[config.mk]
export PLATFORM = sky130hd
export DESIGN_NAME = fir_ctrl
export DESIGN_NICKNAME = d
export VERILOG_FILES = /design/src/rtl/fir_ctrl.sv
export SDC_FILE = /design/constraint.sdc
export NUM_CORES = 1
export LEC_CHECK = 0
export BUFFER_PORTS_ARGS = -buffer_cell sky130_fd_sc_hd__buf_2
export CAP_MARGIN = 20
export CORE_MARGIN = 2
export CORE_UTILIZATION = 45
export DETAILED_ROUTE_END_ITERATION = 12
export GPL_ROUTABILITY_DRIVEN = 0
export PLACE_DENSITY = 0.66
export SYNTH_ARGS = -nofsm -noshare
export SYNTH_HDL_FRONTEND = slang
export SYNTH_SLANG_ARGS = --single-unit
[constraint.sdc]
create_clock -name clk -period 2.55 [get_ports clk]
set_input_delay 0.255 -clock clk [delete_from_list [all_inputs] [get_ports clk]]
set_output_delay 0.255 -clock clk [all_outputs]
set_load 0.005 [all_outputs]
[src/rtl/fir_ctrl.sv]
// fir_ctrl: sequential FIR filter that time-shares one external ALU for all tap multiplies.
module fir_ctrl #(
    parameter int NTAPS   = 8,
    parameter int ALU_LAT = 1
) (
    input  logic        clk,
    input  logic        rst,
    input  logic [15:0] in_data,
    input  logic        in_valid,
    output logic        in_ready,
    output logic [31:0] out_data,
    output logic        out_valid,
    input  logic        out_ready,
    input  logic        coef_we,
    input  logic [5:0]  coef_addr,
    input  logic [15:0] coef_data,
    output logic        coef_err,
    output logic [15:0] alu_a,
    output logic [15:0] alu_b,
    output logic [1:0]  alu_op,
    input  logic [31:0] alu_result,
    output logic        busy
);
    localparam int IW = $clog2(NTAPS);

    typedef enum logic [1:0] {IDLE, RUN, DRAIN, OUT} state_t;

    state_t               state_q, state_d;
    logic [15:0]          tap_q  [NTAPS];
    logic [15:0]          coef_q [NTAPS];
    logic [IW-1:0]        idx_q;
    logic [31:0]          acc_q, acc_d;
    logic [ALU_LAT-1:0]   vld_q, vld_d;
    logic                 coef_err_q;
    logic                 accept, issue, last, coef_ok, drain_done;

    assign accept     = in_valid && in_ready;
    assign issue      = state_q == RUN;
    assign last       = issue && (idx_q == IW'(NTAPS - 1));
    assign coef_ok    = coef_we && (state_q == IDLE) && (32'(coef_addr) < NTAPS);
    // Bit 0 is the oldest stage; it is accumulated on the same edge DRAIN leaves.
    assign drain_done = (vld_q >> 1) == '0;
    assign coef_err   = coef_err_q;

    always_ff @(posedge clk or negedge rst) begin
        if (!rst) state_q <= IDLE;
        else      state_q <= state_d;
    end

    always_comb begin
        state_d = state_q;
        case (state_q)
            IDLE:    state_d = accept     ? RUN   : IDLE;
            RUN:     state_d = last       ? DRAIN : RUN;
            DRAIN:   state_d = drain_done ? OUT   : DRAIN;
            default: state_d = out_ready  ? IDLE  : OUT;
        endcase
    end

    always_comb begin
        in_ready  = rst && (state_q == IDLE);
        busy      = state_q != IDLE;
        out_valid = state_q == OUT;
        out_data  = out_valid ? acc_q : '0;
        alu_a     = issue ? tap_q[idx_q]  : '0;
        alu_b     = issue ? coef_q[idx_q] : '0;
        alu_op    = issue ? 2'b01 : 2'b00;
    end

    always_comb begin
        vld_d = (vld_q >> 1) | (ALU_LAT'(issue) << (ALU_LAT - 1));
        acc_d = accept ? '0 : vld_q[0] ? acc_q + alu_result : acc_q;
    end

    always_ff @(posedge clk or negedge rst) begin
        if (!rst) begin
            for (int k = 0; k < NTAPS; k++) begin
                tap_q[k]  <= '0;
                coef_q[k] <= '0;
            end
            idx_q      <= '0;
            acc_q      <= '0;
            vld_q      <= '0;
            coef_err_q <= 1'b0;
        end else begin
            if (accept) begin
                tap_q[0] <= in_data;
                for (int k = 1; k < NTAPS; k++) tap_q[k] <= tap_q[k-1];
            end
            if (coef_ok) coef_q[coef_addr[IW-1:0]] <= coef_data;
            idx_q      <= (accept || last) ? '0 : issue ? idx_q + 1'b1 : idx_q;
            acc_q      <= acc_d;
            vld_q      <= vld_d;
            coef_err_q <= coef_we && !coef_ok;
        end
    end
endmodule

**Word-level counts from Yosys, hierarchy flattened**

Cells that the tools add are included.

- Input port bits: 75
- Memory bits (read-only): 0
- Memories: 0
- Memory bits (writable): 0
- Word-level logic and storage cells: 67
- Bits in latches: 0
- Register bits after elaboration: 295

- Mux-type cells: 21
- Add/subtract/negate cells: 2
- Multiply operators: 0
- Bitwise operators: 2
- Reductions and logical operators: 13
- Order comparisons: 4
- Shifts and indexed selects: 0
- Div/mod/pow operators: 0
- Equal/unequal tests: 4

Operators with widths:

| cell | number |
|---|---|
| bitwise mux 128 bit | 1 |
| 2-to-1 mux 16 bit | 7 |
| binary-select mux 16 bit (select 3 bit) | 2 |
| 2-to-1 mux 32 bit | 3 |
| demux 16 bit (select 3 bit) | 1 |
| adder 32 bit | 1 |
| greater-or-equal comparator 4 bit (second input constant) | 2 |
| inverter 3 -> 4 bit | 2 |
| logical AND 1 bit | 7 |
| < comparator 6 x 4 -> 1 bit (second input constant) | 1 |
| 2-to-1 mux 3 bit | 2 |
| one-hot mux 2 bit (3 select lines) | 1 |
| nonzero test 2 bit | 3 |
| equality test 2 bit (second input constant) | 2 |
| < comparator 4 x 1 -> 1 bit (second input constant) | 1 |
| 2-to-1 mux 2 bit | 2 |
| adder 3 x 1 -> 3 bit (second input constant) | 1 |
| equality test 3 bit (second input constant) | 1 |
| equality test 2 x 1 -> 1 bit (second input constant) | 1 |
| logical NOT 2 bit | 1 |
| 2-to-1 mux 1 bit | 2 |
| logical NOT 1 bit | 1 |
| logical OR 1 bit | 1 |

**Logic depth before layout (Yosys ltp)**

Gate-level depths: netlist of the first run.

- Depth in word-level cells: 6
- Depth in mapped cells: 11
- Mapped depth without buffers: 11

**Worst setup path after synthesis of the first run**

No wires, ideal clock.

- Path type: register -> register
- Start point: register acc_q[0]
- End point: register acc_q[28]
- Library setup time: 0.087 ns
- Setup slack: -0.220 ns
- Clock period less this slack: 2.770 ns
- Path buffers: 0
- Required time: 2.463 ns
- Arrival: 2.683 ns
- Cell stages (with the launch flop): 12
- Cells stage by stage: dfrtp_1 > ha_1 > fa_1 > a21o_1 > a21oi_1 > o21ai_0 > a41oi_2 > o21ai_1 > o41ai_2 > o21ai_1 > and4b_1 > a211oi_2

- Longest elaborated chain between the ends: 3

RTL lines:

| element | RTL line | RTL |
|---|---|---|
| start, declared | 32 | `logic [31:0] acc_q, acc_d;` |
| start signal, assigned | 82 | `acc_q <= '0;` |
| start signal, assigned | 92 | `acc_q <= acc_d;` |
| adder 32 bit | 72 | `acc_d = accept ? '0 : vld_q[0] ? acc_q + alu_result : acc_q;` |
| 2-to-1 mux 32 bit (2 in series) | 72 |  |

Every way passes these cells. The select of a mux whose other input is x is not followed.
A chain may end at the register's enable or synchronous reset.

**Worst setup path in the final report of the first run**

- Start point: register acc_q[6]
- End point: register acc_q[31]

The elaborated chain is that of the path after synthesis.

==> results of run 1 <==
## power by group
group          internal, W  total, W  switching (W)  leakage (nW)
clock network      0.00307   0.00505        0.00199         0.585
registers          0.00583   0.00667       0.000838          3.96
logic              0.00406   0.00829        0.00423          4.85
total               0.0130    0.0200        0.00706          9.39
## routing by layer
metal / routed length [um] / vias to the layer above / GRT usage, %
met5: 0 / - / 0
met4: 528 / 0 / 5.29
met3: 1760 / 41 / 3.86
met2: 17100 / 229 / 33.5
met1: 16700 / 5487 / 29.1
li1: - / 5126 / -
## cell type report
| cell class | instances | share of cell area (%) |
|---|---|---|
| Tap cell | 442 | 3.03 |
| Timing Repair Buffer | 236 | 9.11 |
| Antenna cell | 1 | 0.0137 |
| Inverter | 15 | 0.308 |
| Clock inverter | 11 | 0.692 |
| Multi-Input combinational cell | 983 | 40.6 |
| Clock buffer | 51 | 5.74 |
| Sequential cell | 295 | 40.5 |
## cells in the mapped netlist, types with 6 or more instances
cell	count	share of area, %
mux2i_1	49	3.3
mux4_2	64	9.6
nor2_1	82	2.1
clkbuf_1	57	1.4
o21ai_0	20	0.67
inv_1	14	0.35
nand2_1	407	10
buf_2	6	0.20
a21o_1	19	0.95
and3_1	37	1.5
o21a_1	6	0.30
a211oi_1	8	0.40
mux2_2	128	9.6
dfrtp_1	295	49
a21oi_1	28	0.94
nor3_1	7	0.23
buf_1	13	0.33
ha_1	33	2.8
nand3_1	7	0.23
xnor2_1	15	0.88
xor2_1	7	0.41
## path summary, 6_finish.rpt
check,slack (ps),endpoint,start
min,70,coef_q[106]$_DFFE_PN0P_,coef_data[10]
max,-50,acc_q[31]$_DFFE_PN0P_,acc_q[6]$_DFFE_PN0P_
min reg2reg,470,tap_q[10]$_DFFE_PN0P_,tap_q[10]$_DFFE_PN0P_
max reg2reg,-50,acc_q[31]$_DFFE_PN0P_,acc_q[6]$_DFFE_PN0P_
min in group asynchronous,260,tap_q[116]$_DFFE_PN0P_,rst
max in group asynchronous,1120,coef_q[66]$_DFFE_PN0P_,rst
## registers in the layout (all words and copies together) (netlist names)
| signal | cells |
|---|---|
| coef_err | 1 |
| state_q | 2 |
| tap_q | 128 |
| idx_q | 3 |
| acc_q | 32 |
| coef_q | 128 |
| vld_q | 1 |
## stage by stage
step	cell area [um2]	cells
final	18300	2034
after CTS	18000	2028
after detailed placement	16500	1938
after global placement	16500	1938
after floorplan	15000	1374
after global routing	18200	2033
## cell families (layout without fill, tap and decap cells)
family                     Yosys count  count (layout)  synth area share (%)
AOI/OAI and AO/OA                  116             116                  5.64
xor gates and xnor gates            22              22                  1.29
adders and majority gates           34              34                  2.89
buffers and inverters               96             313                  2.62
DFF                                295             295                  49.3
muxes                              241             241                  22.5
other                                1               2                0.0250
and+or+nand+nor                    569             569                  15.7
## worst max-delay path, cell delays in order, from the launching register on
cell and delay, ps:
dfrtp_1 410, ha_4 230, a211oi_2 240, nor2_2 90, o41ai_4 280, a21oi_2 150, o311ai_4 310, o311ai_4 140
a21o_1 210, a221oi_2 250, mux2i_1 200
## timing repair
item | 4_1_cts | 5_1_grt
gates resized for setup | 20 | 26
setup endpoints to repair | 21 | 28
gates cloned | 0 | 2
buffers inserted | 10 | 5
endpoints found under the hold margin | 141 | 0
hold buffers | 19 | 0
pin swaps | 14 | 23
==> results by group, run 1 <==
Final layout
  – Most frequent cells in the layout: 405 x nand2_1, 292 x dfrtp_1, 142 x buf_2
  – Final Util: 56.0%
  – Layout cells sized above 1: 32.4%
  – Most common cell after layout, fill and taps aside: nand2_1
  – Synth-to-Final Area Change: 21.9%
  – Multi-input logic area: 0.00741 mm2
  – FF+latch area: 0.00739 mm2
  – Final #Nets: 1675
  – Fillers: 2781

Timing
  – Fin crit period: 2600 ps
  – Max frequency: 385 MHz
  – Setup-failing EPs final: 4
  – Max-slew headroom at the worst pin: 37.8%
  – Setup WS post-layout: -47.5 ps
  – Fin Setup TNS: -106 ps
  – Final Hold Viols: 0
  – RSZ-0062 raised after global routing: true
  – Least-Margin Pin Slew: 932 ps
  – Hold Slack: 68.0 ps
  – Final Cycle Share: 102%
  – Worst clock skew: 14.8 ps
  – Final Slew Violations: 0

Synth
  – Post-Synthesis Cells: 1374
  – Register area share after synthesis: 49.3%
  – Synthesized cell area: 0.0150 mm2
  – Synth Flop Type: dfrtp_1
  – Ys Warns: 0
  – Post-synth net total: 1483
  – #FFs+latches synth: 295
  – EDFF count, synth: 0
  – Asr flop ratio synth: 100%
  – Avg Cell Area, Syn: 10.9 um2
  – Synth cell types: 67

Route
  – Pre-antenna DRT Iters: 5
  – Initial detailed-routing violation count: 665
  – Routed Antenna Nets: 0
  – Routed vias/inst: 5.35
  – Via count: 10883
  – Total wire length: 36100 um
  – DRC: 0
  – DR WL/cell: 17.8 um

Power and ir drop
  – Power Density: 1100 mW/mm2
  – Pleak: 9.39 nW
  – Pwr Total: 0.0200 W
  – Maximum vdd ir drop: 0.628 mV

Floorplan
  – Core region area: 0.0326 mm2
  – Initial core utilization: 45.9%
  – Io pins: 145
  – Die area: 0.0348 mm2
  – Rows: 66
  – Die Height: 186 um
  – Die width: 186 um

Placed design
  – Detailed placement HPWL: 22100 um
  – Worst slack at placement: -251 ps
  – PortBufs: 143

GRT
  – Vias in the first global route: 11060
  – First-pass GRT wire length: 58600 um
  – GRT Overall Usage: 20.8%
  – Congestion Overflow GR: 0
  – Largest net degree at the start of global routing: 174
  – Initial antenna violation count: 1

CTS
  – CTS root buf: clkbuf_16
  – Later-pin clock latency in the skew report: 530 ps
  – Number of CTS-inserted buffers: 35
  – CTS Buffer Depth: 3
  – Clock sink total: 295
  – Clock transition at the registers of the reported paths: 60 ps
  – Htree depth: 2
  – CTS tree: done

Status
  – Outcome: complete, but fails checks
  – Failing checks: setup timing

Flow run
  – Max Cap Viol: 0

Critical path
  – Critical path startpoint category: register
  – R2R cell count: 10
  – Worst Path Required: 2990 ps
  – CP Capture Type: register
  – Crit-path max FO: 3
  – CP Class: reg -> reg
  – Worst EP arrival: 3040 ps

Worst hold path
  – Worst hold stages: 2
  – Tightest Hold Check Type: in -> reg
Note: power is estimated with default switching activity, not from simulation.
==> run 2, diff against run 1 <==
--- a/config.mk
+++ b/config.mk
@@ -7,11 +7,13 @@
 export LEC_CHECK = 0
 export BUFFER_PORTS_ARGS = -buffer_cell sky130_fd_sc_hd__buf_2
 export CAP_MARGIN = 20
+export CELL_PAD_IN_SITES_DETAIL_PLACEMENT = 2
+export CELL_PAD_IN_SITES_GLOBAL_PLACEMENT = 2
 export CORE_MARGIN = 2
-export CORE_UTILIZATION = 45
+export CORE_UTILIZATION = 43
 export DETAILED_ROUTE_END_ITERATION = 12
 export GPL_ROUTABILITY_DRIVEN = 0
-export PLACE_DENSITY = 0.66
+export PLACE_DENSITY_LB_ADDON = 0.1
 export SYNTH_ARGS = -nofsm -noshare
 export SYNTH_HDL_FRONTEND = slang
 export SYNTH_SLANG_ARGS = --single-unit
==> constraint.sdc (replaced) <==
create_clock -name clk -period 3.1 [get_ports clk]
set_input_delay 0.31 -clock clk [delete_from_list [all_inputs] [get_ports clk]]
set_output_delay 0.31 -clock clk [all_outputs]
set_load 0.005 [all_outputs]
==> run 2 against run 1 <==
- the flow now finishes without violations
- combinational power down 24%
- clock skew is 1.4 ps lower
- clock power decreased by 12%
- worst hold slack got worse by 36 ps
- core utilization decreased by 4.6 points
- maximum frequency fell by 11%
- setup slack improved by 240 ps
- highest routed layer unchanged
==> results by group, run 2 (synthesized netlist as in run 1, its figures left out) <==
Status
  – Outcome: finished clean (was complete, but fails checks)

CTS
  – Clock sink total: 295 (unchanged)
  – Htree depth: 2 (unchanged)
  – Later-pin clock latency in the skew report: 530 ps (about the same)
  – CTS Buffer Depth: 3 (unchanged)
  – CTS root buf: clkbuf_16 (unchanged)
  – CTS tree: done (unchanged)
  – Number of CTS-inserted buffers: 35 (unchanged)
  – Clock transition at the registers of the reported paths: 60 ps (about the same)

Worst hold path
  – Hold Path Sink: tap_q[126]$_DFFE_PN0P_ (was coef_q[106]$_DFFE_PN0P_)
  – Worst hold stages: 3 (was 2)
  – Hold Startpoint: in_data[14] (was coef_data[10])
  – Tightest Hold Check Type: in -> reg (unchanged)

Final layout
  – Most frequent cells in the layout: 406 x nand2_1, 292 x dfrtp_1, 142 x buf_2 (was 405 x nand2_1, 292 x dfrtp_1, 142 x buf_2)
  – Synth-to-Final Area Change: 18.2% (was 21.9%)
  – Final #Nets: 1631 (was 1675)
  – Layout cells sized above 1: 29.7% (was 32.4%)
  – FF+latch area: 0.00739 mm2 (unchanged)
  – Multi-input logic area: 0.00724 mm2 (was 0.00741 mm2)
  – Most common cell after layout, fill and taps aside: nand2_1 (unchanged)
  – Antenna diode count: 0 (was 1)
  – Biggest registers after layout: coef_q x128, tap_q x128, acc_q x32 (unchanged)
  – Fillers: 3421 (was 2781)

GRT
  – Initial antenna violation count: 0 (was 1)
  – Congestion Overflow GR: 0 (unchanged)
  – GRT Overall Usage: 25.9% (was 20.8%)
  – Largest net degree at the start of global routing: 149 (was 174)
  – Vias in the first global route: 12501 (was 11060)
  – First-pass GRT wire length: 73100 um (was 58600 um)

Timing
  – Max-slew headroom at the worst pin: 38.7% (was 37.8%)
  – Setup WS post-layout: 197 ps (was -47.5 ps)
  – Fin Setup TNS: 0 ps (was -106 ps)
  – Max frequency: 344 MHz (was 385 MHz)
  – Fin crit period: 2900 ps (was 2600 ps)
  – Final Hold Viols: 0 (unchanged)
  – Final Cycle Share: 93.6% (was 102%)
  – Least-Margin Pin Slew: 919 ps (was 932 ps)
  – RSZ-0062 raised after global routing: false (was true)
  – Setup-failing EPs final: 0 (was 4)
  – Worst clock skew: 13.4 ps (was 14.8 ps)
  – Final Slew Violations: 0 (unchanged)

Power and ir drop
  – Sequential share of power: 34.3% (was 33.3%)
  – Clk network pwr share: 27.1% (was 25.2%)
  – Sw Share: 37.1% (was 35.3%)
  – Pleak: 9.14 nW (was 9.39 nW)
  – Comb power frac: 38.7% (was 41.4%)
  – Maximum vdd ir drop: 0.457 mV (was 0.628 mV)
  – Psw: 0.00605 W (was 0.00706 W)
  – Internal power: 0.0103 W (was 0.0130 W)
  – Power Density: 922 mW/mm2 (was 1100 mW/mm2)

Critical path
  – Critical path startpoint category: register (unchanged)
  – Reg2Reg Setup Slack: 200 ps (was -50 ps)
  – Most used cell along the critical path: o21ai_1 (was o311ai_4)
  – R2R cell count: 11 (was 10)
  – Cells along the critical path: ha_1, fa_2, a21o_1, a21oi_2, o21ai_2, a41oi_2, o21ai_1, o41ai_2, o21ai_1, and4b_1, a211oi_2 (was ha_4, a211oi_2, nor2_2, o41ai_4, a21oi_2, o311ai_4, o311ai_4, a21o_1, a221oi_2, mux2i_1)
  – Slowest stage delay, CP: 400 ps (was 410 ps)
  – Top delay family on crit path: compound AO/OA/AOI/OAI gates (unchanged)
  – Crit-path slowest cell: dfrtp_1 (unchanged)
  – CP Class: reg -> reg (unchanged)
  – Worst Path Required: 3540 ps (was 2990 ps)
  – FF-to-FF End: acc_q[28]$_DFFE_PN0P_ (was acc_q[31]$_DFFE_PN0P_)
  – Crit Reg-Reg Startpoint: acc_q[0]$_DFFE_PN0P_ (was acc_q[6]$_DFFE_PN0P_)
  – Worst EP arrival: 3340 ps (was 3040 ps)
  – Buf/Inv on CP: 0 (unchanged)
  – CP Capture Type: register (unchanged)
  – Crit-path max FO: 3 (unchanged)

Floorplan
  – Die Height: 191 um (was 186 um)
  – Core region area: 0.0345 mm2 (was 0.0326 mm2)
  – Die width: 191 um (was 186 um)
  – Die area: 0.0363 mm2 (was 0.0348 mm2)
  – Initial core utilization: 43.5% (was 45.9%)
  – Io pins: 145 (unchanged)
  – Rows: 68 (was 66)

Route
  – Total wire length: 45700 um (was 36100 um)
  – Routed Antenna Nets: 0 (unchanged)
  – DRC: 0 (unchanged)
  – Initial detailed-routing violation count: 505 (was 665)
  – Routed vias/inst: 5.52 (was 5.35)
  – Via count: 11070 (was 10883)
  – DR WL/cell: 22.8 um (was 17.8 um)
  – Pre-antenna DRT Iters: 4 (was 5)

Placed design
  – Detailed placement HPWL: 28400 um (was 22100 um)
  – Worst slack at placement: -26.1 ps (was -251 ps)
  – PortBufs: 143 (unchanged)

Flow run
  – Max Cap Viol: 0 (unchanged)
run 2: cell count changes in the layout (fill, tap and decap cells not counted), sizes merged:
cell | previous run | this run
bufinv | 2 | 4
dlygate4sd3 | 19 | 11
buf | 215 | 181
clkbuf | 53 | 50
inv | 16 | 15
clkinvlp | 0 | 1
clkinv | 8 | 9
diode | 1 | 0
run 2: what timing repair did:
| action | 4_1_cts | 5_1_grt |
|---|---|---|
| hold buffers | 11 | 0 |
| pin swaps | 1 | 2 |
| endpoints found under the setup margin | 2 | 9 |
| buffers inserted | 0 | 2 |
| resized for setup | 0 | 9 |
| endpoints found under the hold margin | 46 | 0 |
run 2: through the flow:
stage	hold WS [ps]	instance area (um2)	cells	total power, W	util, %
after CTS	7.00	17700	2002	0.0165	51.2
after detailed placement	222	16300	1927	0.0118	47.3
final	31.9	17700	2004	0.0163	51.4
after floorplan	14.4	15000	1374	0.00973	-
after global routing	31.6	17700	2004	0.0174	51.4
after global placement	220	16300	1927	0.0115	47.3
run 2: power groups by stage:
stage | registers [W] | logic, W | clock network, W
2_1_floorplan | 0.00528 | 0.00445 | 0
3_3_place_gp | 0.00554 | 0.00598 | 0
3_5_place_dp | 0.00561 | 0.00623 | 0
4_1_cts | 0.00560 | 0.00633 | 0.00453
5_1_grt | 0.00572 | 0.00699 | 0.00467
6_report | 0.00560 | 0.00631 | 0.00442
run 2: cell type report:
cell class | count | area share (%)
Sequential cell | 295 | 41.7
Tap cell | 455 | 3.22
Clock buffer | 50 | 5.90
Multi-Input combinational cell | 983 | 40.9
Timing Repair Buffer | 192 | 6.83
Inverter | 15 | 0.318
Clock inverter | 14 | 1.06
run 2: layer usage:
| metal | global-route usage (%) | up-vias | part of all wire [%] |
|---|---|---|---|
| met3 | 3.07 | 50 | 2.9 |
| met1 | 34.1 | 5815 | 44 |
| met2 | 46.1 | 170 | 52 |
| met4 | 5.22 | 0 | 1.6 |
| met5 | 0 | - | 0 |
| li1 | - | 5035 | - |
run 2: worst max-delay path by stage:
stage / startpoint / to / slack, ps / cells after the start
2_1_floorplan: acc_q[0]$_DFFE_PN0P_ / acc_q[28]$_DFFE_PN0P_ / 330 / 11
3_3_place_gp: alu_result[0] / acc_q[28]$_DFFE_PN0P_ / 40 / 12
3_5_place_dp: alu_result[0] / acc_q[28]$_DFFE_PN0P_ / -30 / 12
4_1_cts: acc_q[0]$_DFFE_PN0P_ / acc_q[28]$_DFFE_PN0P_ / 20 / 11
5_1_grt: acc_q[9]$_DFFE_PN0P_ / acc_q[31]$_DFFE_PN0P_ / 30 / 10
6_report: acc_q[0]$_DFFE_PN0P_ / acc_q[28]$_DFFE_PN0P_ / 200 / 11
run 2: worst register-to-register path, stage by stage (launching register included):
cell,delay (ps)
dfrtp_1,400
ha_1,250
fa_2,370
a21o_1,200
a21oi_2,180
o21ai_2,110
a41oi_2,310
o21ai_1,120
o41ai_2,400
o21ai_1,120
and4b_1,210
a211oi_2,140
==> run 3, diff against run 2 <==
--- a/config.mk
+++ b/config.mk
@@ -10,9 +10,10 @@
 export CELL_PAD_IN_SITES_DETAIL_PLACEMENT = 2
 export CELL_PAD_IN_SITES_GLOBAL_PLACEMENT = 2
 export CORE_MARGIN = 2
-export CORE_UTILIZATION = 43
+export CORE_UTILIZATION = 36
 export DETAILED_ROUTE_END_ITERATION = 12
 export GPL_ROUTABILITY_DRIVEN = 0
+export HOLD_SLACK_MARGIN = 0.06
 export PLACE_DENSITY_LB_ADDON = 0.1
 export SYNTH_ARGS = -nofsm -noshare
 export SYNTH_HDL_FRONTEND = slang
==> constraint.sdc (replaced) <==
create_clock -name clk -period 2.36 [get_ports clk]
set_input_delay 0.236 -clock clk [delete_from_list [all_inputs] [get_ports clk]]
set_output_delay 0.236 -clock clk [all_outputs]
set_load 0.005 [all_outputs]
==> run 3 against run 2 <==
- the run now ends with setup timing left
- first-iteration DRC count shrank 20%
- combinational power grew 79%
- final cell count grew 10%
- global-route usage shrank 3.1 points
- routed wire length grew 5.5%
- total power grew 49%
- largest cell class is now multi-input combinational cells
==> results by group, run 3 (synthesized netlist as in run 1, its figures left out) <==
Status
  – Outcome: complete, but fails checks (was finished clean)
  – Failing checks: setup timing

Final layout
  – Final #Nets: 1762 (was 1631)
  – Antenna diode count: 0 (unchanged)
  – Fillers: 4171 (was 3421)
  – Synth-to-Final Area Change: 30.4% (was 18.2%)
  – Most frequent cells in the layout: 405 x nand2_1, 292 x dfrtp_1, 141 x buf_2 (was 406 x nand2_1, 292 x dfrtp_1, 142 x buf_2)
  – Final Util: 47.7% (was 51.4%)
  – Multi-input logic area: 0.00766 mm2 (was 0.00724 mm2)
  – Layout cells sized above 1: 36.4% (was 29.7%)
  – Biggest registers after layout: coef_q x128, tap_q x128, acc_q x32 (unchanged)
  – Final instance area: 0.0195 mm2 (was 0.0177 mm2)
  – FF+latch area: 0.00739 mm2 (unchanged)
  – Most common cell after layout, fill and taps aside: nand2_1 (unchanged)

Critical path
  – R2R cell count: 13 (was 11)
  – Top delay family on crit path: compound AO/OA/AOI/OAI gates (unchanged)
  – Critical path startpoint category: register (unchanged)
  – Most used cell along the critical path: a21oi_2 (was o21ai_1)
  – Crit. Startpoint: acc_q[0]$_DFFE_PN0P_ (unchanged)
  – Crit Reg-Reg Startpoint: acc_q[0]$_DFFE_PN0P_ (unchanged)
  – CP Class: reg -> reg (unchanged)
  – Cells along the critical path: ha_4, fa_2, a21o_1, a21oi_2, o21ai_2, a41oi_2, o21ai_1, o41ai_2, buf_4, buf_12, o21bai_4, xnor2_2, a21oi_2 (was ha_1, fa_2, a21o_1, a21oi_2, o21ai_2, a41oi_2, o21ai_1, o41ai_2, o21ai_1, and4b_1, a211oi_2)
  – Reg2Reg Setup Slack: -330 ps (was 200 ps)
  – FF-to-FF End: acc_q[26]$_DFFE_PN0P_ (was acc_q[28]$_DFFE_PN0P_)
  – Crit-path max FO: 3 (unchanged)
  – Worst Path Required: 2770 ps (was 3540 ps)
  – CP Capture Type: register (unchanged)
  – Crit-path slowest cell: dfrtp_1 (unchanged)
  – Slowest stage delay, CP: 410 ps (was 400 ps)
  – Worst EP arrival: 3100 ps (was 3340 ps)
  – Buf/Inv on CP: 2 (was 0)

Route
  – Routed length on met2: 24200 um (was 23600 um)
  – Routed vias/inst: 5.24 (was 5.52)
  – Pre-antenna DRT Iters: 4 (unchanged)
  – Max layer used: met4 (unchanged)
  – Total wire length: 48200 um (was 45700 um)
  – Via count: 11578 (was 11070)
  – Met3 WL: 1420 um (was 1340 um)
  – Met1 WL: 21600 um (was 20000 um)
  – Routed Antenna Nets: 0 (unchanged)
  – DR WL/cell: 21.8 um (was 22.8 um)
  – Initial detailed-routing violation count: 403 (was 505)
  – DRC: 0 (unchanged)

Timing
  – Max frequency: 372 MHz (was 344 MHz)
  – Final Slew Violations: 0 (unchanged)
  – Fin Setup TNS: -7400 ps (was 0 ps)
  – Final Cycle Share: 114% (was 93.6%)
  – Max-slew headroom at the worst pin: 33.2% (was 38.7%)
  – Fin crit period: 2690 ps (was 2900 ps)
  – Worst clock skew: 16.6 ps (was 13.4 ps)
  – Least-Margin Pin Slew: 1000 ps (was 919 ps)
  – RSZ-0062 raised after global routing: true (was false)
  – Final Hold Viols: 0 (unchanged)
  – Setup WS post-layout: -331 ps (was 197 ps)
  – Setup-failing EPs final: 50 (was 0)

GRT
  – Congestion Overflow GR: 0 (unchanged)
  – GRT Overall Usage: 22.8% (was 25.9%)
  – First-pass GRT wire length: 77600 um (was 73100 um)
  – Vias in the first global route: 13209 (was 12501)
  – Initial antenna violation count: 0 (unchanged)
  – Largest net degree at the start of global routing: 160 (was 149)

Placed design
  – Detailed placement HPWL: 30000 um (was 28400 um)
  – PortBufs: 143 (unchanged)
  – Area of placed instances: 0.0172 mm2 (was 0.0163 mm2)

Floorplan
  – Die Height: 208 um (was 191 um)
  – Io pins: 145 (unchanged)
  – Die width: 208 um (was 191 um)
  – Die area: 0.0433 mm2 (was 0.0363 mm2)
  – Initial core utilization: 36.6% (was 43.5%)
  – Rows: 74 (was 68)
  – Core region area: 0.0409 mm2 (was 0.0345 mm2)

CTS
  – CTS root buf: clkbuf_16 (unchanged)
  – Later-pin clock latency in the skew report: 550 ps (was 530 ps)
  – Clock transition at the registers of the reported paths: 60 ps (about the same)
  – Htree depth: 2 (unchanged)
  – Number of CTS-inserted buffers: 37 (was 35)
  – CTS Buffer Depth: 3 (unchanged)
  – Clock sink total: 295 (unchanged)
  – CTS tree: done (unchanged)

Worst hold path
  – Worst hold stages: 3 (unchanged)
  – Hold Startpoint: in_valid (was in_data[14])
  – Hold Path Sink: acc_q[19]$_DFFE_PN0P_ (was tap_q[126]$_DFFE_PN0P_)
  – Tightest Hold Check Type: in -> reg (unchanged)

Flow run
  – Max Cap Viol: 0 (unchanged)

Power and ir drop
  – Power Density: 1240 mW/mm2 (was 922 mW/mm2)
  – Pleak: 9.92 nW (was 9.14 nW)
  – Maximum vdd ir drop: 0.588 mV (was 0.457 mV)
## run 3: cell count changes in the layout (fill, tap and decap cells not counted), sizes merged
cell,change
bufinv,-2
dlygate4sd3,+25
buf,+104
inv,-1
clkinv,-6
clkbuf,+8
## run 3: worst reg2reg max path: cells and delay by family (launching register included)
| kind | cells | cell delay, ps |
|---|---|---|
| buffers and inverters | 2 | 300 |
| adder cells (fa/ha/maj) | 2 | 530 |
| AO/OA/AOI/OAI | 8 | 1180 |
| XOR/XNOR | 1 | 150 |
| flip-flops | 1 | 410 |
## run 3: stage by stage
stage / hold WS (ps) / setup WS [ps] / instances / power [W]
after detailed placement: 153 / -349 / 2079 / 0.0168
after floorplan: -59.6 / -98.9 / 1374 / 0.0129
after global placement: 150 / -200 / 2079 / 0.0164
final: 90.7 / -331 / 2209 / 0.0243
after CTS: 64.2 / -253 / 2204 / 0.0242
after global routing: 83.9 / -512 / 2209 / 0.0259
## run 3: worst max path at each step
| stage | endpoint | cells past startpoint |
|---|---|---|
| 2_1_floorplan | acc_q[28]$_DFFE_PN0P_ | 11 |
| 3_3_place_gp | acc_q[28]$_DFFE_PN0P_ | 12 |
| 5_1_grt | acc_q[24]$_DFFE_PN0P_ | 13 |
| 6_report | acc_q[26]$_DFFE_PN0P_ | 13 |
| 3_5_place_dp | acc_q[28]$_DFFE_PN0P_ | 11 |
| 4_1_cts | acc_q[31]$_DFFE_PN0P_ | 10 |
## run 3: routing by layer
layer | vias up | GRT usage [%]
met5 | - | 0
met4 | 0 | 6.19
met3 | 55 | 2.96
met2 | 145 | 38.5
met1 | 6067 | 30.9
li1 | 5311 | -
## run 3: where the power goes
group          internal [W]  switching [W]
Combinational       0.00564        0.00564
Sequential          0.00630        0.00101
Clock               0.00345        0.00225
## run 3: layout make-up
type | count | area share (%)
Multi-Input combinational cell | 983 | 39.2
Timing Repair Buffer | 321 | 13.1
Tap cell | 532 | 3.41
Clock inverter | 5 | 0.455
Clock buffer | 58 | 5.71
Inverter | 15 | 0.288
Sequential cell | 295 | 37.8
## run 3: timing repair
| item | CTS | global route |
|---|---|---|
| hold buffers | 36 | 0 |
| pin swaps | 21 | 33 |
| setup endpoints to repair | 52 | 55 |
| buffers inserted | 19 | 12 |
| gates cloned | 7 | 0 |
| endpoints found under the hold margin | 179 | 0 |
| resized for setup | 67 | 32 |
